**src/rtl/id_stage_param.sv**
```systemverilog
// id_stage_param: decode stage with register file, write-through bypass and a valid/ready output register.
// Optional operand scoreboard enabled by defining ID_SCOREBOARD_EN.
module id_stage_param #(
    parameter int         XLEN       = 64,
    parameter int         NUM_REGS   = 32,
    parameter logic [6:0] NOP_OPCODE = 7'b0010011
) (
    input  logic            clk,
    input  logic            rst,
    input  logic            flush,
    input  logic            in_valid,
    output logic            in_ready,
    input  logic [31:0]     inst,
    input  logic [XLEN-1:0] in_pc,
    output logic            out_valid,
    input  logic            out_ready,
    output logic [6:0]      out_opcode,
    output logic [4:0]      out_rd,
    output logic [2:0]      out_func3,
    output logic [6:0]      out_func7,
    output logic [XLEN-1:0] out_rs1_data,
    output logic [XLEN-1:0] out_rs2_data,
    output logic [XLEN-1:0] out_imm,
    output logic [XLEN-1:0] out_pc,
    output logic            out_illegal,
    input  logic            wb_en,
    input  logic [4:0]      wb_rd,
    input  logic [XLEN-1:0] wb_data,
    input  logic [4:0]      dbg_raddr,
    output logic [XLEN-1:0] dbg_rdata
);
    localparam int AW = $clog2(NUM_REGS);

    logic [XLEN-1:0] regs [NUM_REGS];
    logic [6:0]      op;
    logic [4:0]      rs1, rs2, rd, hold_rs1, hold_rs2;
    logic            is_i, is_s, is_b, is_u, is_j, is_r, is_wi, is_wr;
    logic            legal, use_rs1, use_rs2, use_rd, illegal;
    logic [31:0]     imm32;
    logic [XLEN-1:0] imm, rs1_val, rs2_val;
    logic            wb_hit, xfer, sb_stall;

    function automatic logic idx_ok(input logic [4:0] a);
        return NUM_REGS == 32 || !a[4];
    endfunction

    function automatic logic [XLEN-1:0] rf_read(input logic [4:0] a);
        if (wb_hit && wb_rd == a)
            return wb_data;
        return (a == 5'd0 || !idx_ok(a)) ? '0 : regs[a[AW-1:0]];
    endfunction

    assign wb_hit    = wb_en && wb_rd != 5'd0 && idx_ok(wb_rd);
    assign rs1_val   = rf_read(rs1);
    assign rs2_val   = rf_read(rs2);
    assign dbg_rdata = rf_read(dbg_raddr);

    always_ff @(posedge clk) begin
        if (rst) begin
            for (int i = 0; i < NUM_REGS; i++)
                regs[i] <= '0;
        end else if (wb_hit) begin
            regs[wb_rd[AW-1:0]] <= wb_data;
        end
    end

    assign op  = inst[6:0];
    assign rd  = inst[11:7];
    assign rs1 = inst[19:15];
    assign rs2 = inst[24:20];

    assign is_i  = op inside {7'b0010011, 7'b0000011, 7'b1100111};
    assign is_s  = op == 7'b0100011;
    assign is_b  = op == 7'b1100011;
    assign is_u  = op inside {7'b0110111, 7'b0010111};
    assign is_j  = op == 7'b1101111;
    assign is_r  = op == 7'b0110011;
    assign is_wi = op == 7'b0011011;
    assign is_wr = op == 7'b0111011;

    assign legal   = is_i || is_s || is_b || is_u || is_j || is_r || is_wi || (is_wr && XLEN == 64);
    assign use_rs1 = is_i || is_s || is_b || is_r || is_wi || is_wr;
    assign use_rs2 = is_s || is_b || is_r || is_wr;
    assign use_rd  = !(is_s || is_b);
    assign illegal = !legal || (use_rs1 && !idx_ok(rs1)) || (use_rs2 && !idx_ok(rs2)) ||
                     (use_rd && !idx_ok(rd));

    assign imm32 = is_i ? {{20{inst[31]}}, inst[31:20]} :
                   is_s ? {{20{inst[31]}}, inst[31:25], inst[11:7]} :
                   is_b ? {{19{inst[31]}}, inst[31], inst[7], inst[30:25], inst[11:8], 1'b0} :
                   is_u ? {inst[31:12], 12'b0} :
                   is_j ? {{11{inst[31]}}, inst[31], inst[19:12], inst[20], inst[30:21], 1'b0} : '0;
    assign imm = XLEN'($signed(imm32));

`ifdef ID_SCOREBOARD_EN
    logic [NUM_REGS-1:0] pending, clr_vec, set_vec, live;
    logic                writes;

    assign writes = use_rd && rd != 5'd0;

    always_comb begin
        clr_vec = '0;
        if (wb_en && idx_ok(wb_rd))
            clr_vec[wb_rd[AW-1:0]] = 1'b1;
    end

    always_comb begin
        set_vec = '0;
        if (xfer && writes && idx_ok(rd))
            set_vec[rd[AW-1:0]] = 1'b1;
    end

    // A writeback landing this cycle releases its register before the hazard test.
    assign live     = pending & ~clr_vec;
    assign sb_stall = in_valid && ((use_rs1 && idx_ok(rs1) && live[rs1[AW-1:0]]) ||
                                   (use_rs2 && idx_ok(rs2) && live[rs2[AW-1:0]]));

    always_ff @(posedge clk)
        pending <= (rst || flush) ? '0 : live | set_vec;
`else
    assign sb_stall = 1'b0;
`endif

    assign in_ready = !flush && (!out_valid || out_ready) && !sb_stall;
    assign xfer     = in_valid && in_ready;

    always_ff @(posedge clk) begin
        if (rst) begin
            out_valid    <= 1'b0;
            out_opcode   <= NOP_OPCODE;
            out_rd       <= '0;
            out_func3    <= '0;
            out_func7    <= '0;
            out_rs1_data <= '0;
            out_rs2_data <= '0;
            out_imm      <= '0;
            out_pc       <= '0;
            out_illegal  <= 1'b0;
            hold_rs1     <= '0;
            hold_rs2     <= '0;
        end else if (xfer) begin
            out_valid    <= 1'b1;
            out_opcode   <= op;
            out_rd       <= rd;
            out_func3    <= inst[14:12];
            out_func7    <= inst[31:25];
            out_rs1_data <= rs1_val;
            out_rs2_data <= rs2_val;
            out_imm      <= imm;
            out_pc       <= in_pc;
            out_illegal  <= illegal;
            hold_rs1     <= rs1;
            hold_rs2     <= rs2;
        end else if (flush || !out_valid || out_ready) begin
            out_valid  <= 1'b0;
            out_opcode <= NOP_OPCODE;
        end else begin
            // Stalled bundle: keep operands current with writebacks to its sources.
            if (wb_hit && wb_rd == hold_rs1)
                out_rs1_data <= wb_data;
            if (wb_hit && wb_rd == hold_rs2)
                out_rs2_data <= wb_data;
        end
    end
endmodule

```
**config.mk**
```make
export PLATFORM = sky130hd
export DESIGN_NAME = id_stage_param
export DESIGN_NICKNAME = d
export VERILOG_FILES = /design/src/rtl/id_stage_param.sv
export SDC_FILE = /design/constraint.sdc
export NUM_CORES = 2
export LEC_CHECK = 0
export CAP_MARGIN = 20
export CORE_MARGIN = 3
export CORE_UTILIZATION = 28
export CTS_CLUSTER_DIAMETER = 80
export CTS_CLUSTER_SIZE = 40
export DETAILED_ROUTE_END_ITERATION = 8
export SLEW_MARGIN = 15
export SYNTH_ARGS = -nofsm -noshare
export SYNTH_HDL_FRONTEND = slang
export SYNTH_SLANG_ARGS = --single-unit
```
**constraint.sdc**
```tcl
create_clock -name clk -period 8 [get_ports clk]
set_input_delay 1.2 -clock clk [delete_from_list [all_inputs] [get_ports clk]]
set_output_delay 1.2 -clock clk [all_outputs]
set_load 0.01 [all_outputs]
```
======== Word-level counts from Yosys, hierarchy flattened ========
Memory sizes are Yosys's and may differ from the RTL's.
Cells that the tools add are included.
storage, ports and cells
  memory bits (writable) .................. 2048
  memories kept ........................... 1
  register bits ........................... 258
  logic and storage cells ................. 98
  output and inout bits ................... 345
cells by class
  reductions and logical operators ........ 33
  eq/ne operators ......................... 17
  multiplexer cells ....................... 35
memories
  memory  words  bits a word  read ports  clocked after memory_dff  write ports  RTL line  RTL
  regs    32     64           3           0                         32           34        logic [XLEN-1:0] regs [NUM_REGS];
operators by type and width
  cell                  number
  $mux W64              16
  $mux W32              5
  $reduce_or A64 Y1     1
  $eq A7 B6 Y1 const B  4
  $eq A5 B5 Y1          5
  $eq A7 B5 Y1 const B  3
  $eq A7 B7 Y1 const B  3
  $logic_not A5 Y1      3
  $mux W7               2
  $mux W1               11
  $logic_or A1 B1 Y1    10
  $logic_and A1 B1 Y1   8
  $reduce_bool A2 Y1    4
  $eq A7 B2 Y1 const B  1
  $mux W5               1
  $reduce_bool A5 Y1    1
  $reduce_and A2 Y1     2
  $logic_not A1 Y1      3
  $reduce_bool A3 Y1    1
  $ne A2 B2 Y1 const B  1

======== Longest topological paths before layout ========
  word-level depth ........................ 10
  gate-level depth with buffers ........... 11
  gate-level depth less buffers ........... 6

======== Least setup slack after synthesis ========
OpenSTA, ideal clock, no wires.
  path kind ............................... input port to output port
  start point ............................. in dbg_raddr[0]
  end point ............................... out dbg_rdata[58]
  stages .................................. 8
  arrival time ............................ 3.211 ns
  required time ........................... 6.800 ns
  setup slack ............................. 3.589 ns
  path buffers ............................ 3
  cell sequence ........................... buf_2 > buf_1 > buf_2 > mux4_2 > a21oi_1 > a21oi_1 > o2111ai_1 > nand2_1
on the way
  word-level cells in the longest chain between the ends .. 4
  elaborated cells on any way between the ends .. 7
  classes of those cells .................. eq/ne: 1; mux: 3; reduce/logical: 2; memory: 1
RTL lines
  element                                                  RTL line  RTL
  start: declaration                                       29        input logic [4:0] dbg_raddr,
  branches (longest 3 deep; another with $mem_v2 Z32 W64)  n/a
  $mux W64 (*)                                             50        return (a == 5'd0 || !idx_ok(a)) ? '0 : regs[a[AW-1:0]];
  end: declaration                                         30        output logic [XLEN-1:0] dbg_rdata
Mark *: on every way between the ends.

======== Final worst setup path ========
  start point ............................. in wb_rd[3]
  end point ............................... out dbg_rdata[58]
on the way
  word-level cells in the longest chain between the ends .. 5
  elaborated cells on any way between the ends .. 6
  classes of those cells .................. eq/ne: 1; mux: 2; reduce/logical: 3
RTL lines
  element                  RTL line  RTL
  start: declaration       27        input logic [4:0] wb_rd,
  $reduce_bool A5 Y1       53        assign wb_hit = wb_en && wb_rd != 5'd0 && idx_ok(wb_rd);
  $logic_and A1 B1 Y1      53
  $logic_and A1 B1 Y1 (*)  48        if (wb_hit && wb_rd == a)
  $mux W1 (*)              48
  $mux W64 (*)             50
Every way passes the cells marked *; elsewhere a longest branch is shown, timed or not.

==> tab_implementation.tex <==
\begin{tabular}{lr}
\hline
Metric & Value \\
\hline
\multicolumn{2}{l}{\textbf{Placement}} \\
\quad GPL Wtd Cong & 0.901 \\
\quad DPL Wire Length & 374000 um \\
\quad Post-Place Setup Slack & 1290 ps \\
\quad Post-detailed-placement cell area & 148000 um\^{}2 \\
\quad Placed cell count & 15832 \\
\quad Number of I/O port buffers & 520 \\
\multicolumn{2}{l}{\textbf{Setup path}} \\
\quad Worst Setup End Kind & output pin \\
\quad Max FO, Critical Path & 26 \\
\quad Worst setup path startpoint & wb\_rd[3] \\
\quad Number of cells traversed by the worst register-to-register path & 8 \\
\quad Ordered list of cells on the worst path & clkdlybuf4s50\_1 -> or3\_1 -> o31ai\_4 -> nor4\_2 -> a21oi\_4 -> buf\_4 -> o2111ai\_1 -> nand2\_1 -> clkdlybuf4s50\_1 \\
\quad Peak per-stage delay on the critical path & 940 ps \\
\quad Slowest cell on the critical path & clkdlybuf4s50\_1 \\
\quad Arrival time of the worst setup path & 5860 ps \\
\quad Launch point of the worst reg-to-reg path & out\_valid \\
\quad CP Data Required Time & 6800 ps \\
\quad Startpoint kind of the worst setup timing path & primary input \\
\quad Cell repeated most along the worst path & clkdlybuf4s50\_1 \\
\quad Type of the worst setup path & primary input to output pin \\
\multicolumn{2}{l}{\textbf{Job}} \\
\quad Max-cap violations & 0 \\
\multicolumn{2}{l}{\textbf{Timing}} \\
\quad Setup repair after global routing missed its margin & false \\
\quad Worst slew margin & 10.9\% \\
\quad Final slew viol count & 0 \\
\quad Number of hold violations in the final report & 0 \\
\quad Max Clock Skew & 54.2 ps \\
\quad Final critical-path required period & 7060 ps \\
\quad Measured slew at the worst slew-check pin & 1340 ps \\
\quad Period Utilization, post-route & 88.2\% \\
\quad Post-Route Setup TNS & 0 ps \\
\quad Post-route worst hold slack & 461 ps \\
\quad Final critical-path setup slack & 945 ps \\
\quad \# setup viols final & 0 \\
\quad Maximum frequency from static timing analysis & 142 MHz \\
\multicolumn{2}{l}{\textbf{Global routing}} \\
\quad Total routing usage reported by global routing & 24.4\% \\
\quad Largest net degree at the start of global routing & 109 \\
\quad Overflow left after global routing & 0 \\
\quad Number of antenna violations at the first check in global routing & 123 \\
\quad Global-route wire length before repair & 828000 um \\
\quad Number of global-route vias before repair & 93198 \\
\multicolumn{2}{l}{\textbf{Die}} \\
\quad Starting density of the core & 28.2\% \\
\quad Core Footprint & 481000 um\^{}2 \\
\quad Die W & 702 um \\
\quad Die area & 493000 um\^{}2 \\
\quad Core Rows & 254 \\
\quad Num ports & 521 \\
\quad Chip height & 702 um \\
\multicolumn{2}{l}{\textbf{CTS}} \\
\quad Total number of H-tree levels & 3 \\
\quad Count of cells resized by post-cts repair & 0 \\
\quad Library cell used as clock root buffer & clkbuf\_16 \\
\quad Sinks on Clock Net & 2306 \\
\quad Maximum clock path buffer count & 3 \\
\quad Insertion delay of the later-clocked pin in the worst-skew pair & 880 ps \\
\quad Number of clock buffers inserted by TritonCTS & 113 \\
\quad Total of hold buffers inserted after clock tree synthesis & 0 \\
\quad Number of buffers inserted to repair setup after CTS & 0 \\
\quad CTS tree & done \\
\quad Clock slew at the register clock pins of the worst setup and hold paths & 100 ps \\
\multicolumn{2}{l}{\textbf{Finish}} \\
\quad Share of cells above drive strength 1 & 22.8\% \\
\quad Design Area, Final & 153000 um\^{}2 \\
\quad Signed area change from the synthesized netlist to the final layout & 12.6\% \\
\quad Number of standard cells in the layout, taps in and fillers out & 16138 \\
\quad Final standard cell utilization of the core & 31.8\% \\
\quad Number of nets at the end of the flow & 9728 \\
\multicolumn{2}{l}{\textbf{Min path}} \\
\quad Number of cells traversed by the worst hold path & 2 \\
\quad Origin of the worst min-delay path & out\_rd[2] \\
\quad Worst min-delay path class & register to register \\
\multicolumn{2}{l}{\textbf{Synthesis}} \\
\quad Number of enable-type register cells in the synthesized netlist & 2048 \\
\quad Number of distinct standard cells referenced by the synthesized netlist & 56 \\
\quad Number of synthesized register bits & 2306 \\
\quad Largest area contributor in the synthesized netlist & edfxtp\_1 \\
\quad Number of synthesis warnings & 0 \\
\quad Syn avg cell area & 14.1 um\^{}2 \\
\quad Fraction of synthesis flops using an asynchronous set or reset pin & 0\% \\
\quad Most frequent cell after synthesis & edfxtp\_1 \\
\quad Synth area leaders & edfxtp\_1, mux4\_2, and2\_1, mux2i\_1, dfxtp\_1 \\
\quad Main flop type after synthesis & edfxtp\_1 \\
\quad Commonest cells in the synthesized netlist & edfxtp\_1, and2\_1, mux4\_2 \\
\quad Post-synth top area share & 45.4\% \\
\quad Post-Syn Instances & 9640 \\
\quad Portion of the post-synthesis area used by sequential elements & 49.2\% \\
\quad Cell area after synthesis & 136000 um\^{}2 \\
\multicolumn{2}{l}{\textbf{Pwr}} \\
\quad Leak Pwr & 50.3 nW \\
\quad VDD IR max & 232 uV \\
\quad Power per standard cell area & 180 nW/um\^{}2 \\
\quad Total power consumption of the routed design & 27.4 mW \\
\multicolumn{2}{l}{\textbf{Outcome}} \\
\quad Result of the run & finished clean \\
\multicolumn{2}{l}{\textbf{Route}} \\
\quad Post-route ant nets & 0 \\
\quad Routed wire length & 620000 um \\
\quad Detailed-route DRC error count & 0 \\
\quad Number of optimization iterations in the first detailed-route pass & 8 \\
\quad Via-per-instance ratio & 6.17 \\
\quad Initial detailed-routing violation count & 20079 \\
\quad Vias after detailed routing & 99529 \\
\quad Routed wirelength normalized by instance count & 38.4 um \\
\hline
\end{tabular}
[layout by cell type (no fill, tap or decap), types with 170 or more instances in the layout]
cell type        count
clkdlybuf4s50_1    508
mux2i_1            600
nand2_1            407
dfxtp_1            257
a211oi_1           227
nor2_1             170
and2_1            1989
a22oi_1            195
a21oi_1            227
buf_4              287
mux4_2            1427
edfxtp_1          2048
[logic make-up (layout without fill, tap and decap cells)]
kind of cell,Yosys count,in the layout,share of synthesized area (%)
AND/OR/NAND/NOR,2844,2844,12.0
flip-flops,2306,2306,49.2
multiplexers,2129,2129,29.0
AO/OA/AOI/OAI,1182,1182,6.19
buffers and inverters,1153,1103,3.50
XOR/XNOR,25,25,0.161
other,1,149,0.00277
[worst paths after layout]
path	endpoint	slack, ps
worst min-delay path	out_rd[2]	460
worst max register to register	out_rs1_data[18]	4440
worst min register to register	out_rd[2]	460
worst max-delay path	dbg_rdata[58]	940
[registers in the layout (all words and copies together), names as in the netlist, 3 cells and up]
signal,count
hold_rs1,5
hold_rs2,5
out_func3,3
out_func7,7
out_imm,32
out_opcode,7
out_pc,64
out_rd,5
out_rs1_data,64
out_rs2_data,64
regs,2048
[metal layers]
metal | GRT usage, % | wire length [um] | part of all wire, % | up-vias
met3 | 10.6 | 105000 | 17 | 1653
li1 | - | - | - | 37368
met4 | 14.3 | 40200 | 6.5 | 32
met2 | 34.7 | 261000 | 42 | 9470
met5 | 0 | 215 | 0.035 | -
met1 | 30.6 | 213000 | 34 | 51006
[report_power, final]
group / internal [mW] / switching [mW]
clock: 3.12 / 4.69
combinational: 2.19 / 3.08
sequential: 13.8 / 0.584
total: 19.1 / 8.35
[area by class of cell]
cell class                      instances  area [um^2]
Multi-Input combinational cell       6244        64900
Fill cell                           47022       328000
Inverter                               10         40.0
Timing Repair Buffer                  877         8780
Clock buffer                          124         2960
Clock inverter                         92         1180
Tap cell                             6400         8010
Sequential cell                      2306        66700
Antenna cell                           85          213
[critical path: cells and delay by family]
kind,cells,cell delay [ps]
compound gates,3,1090
simple gates,3,1200
buf+inv,3,2320
No activity file was read; power rests on OpenSTA's default activity.
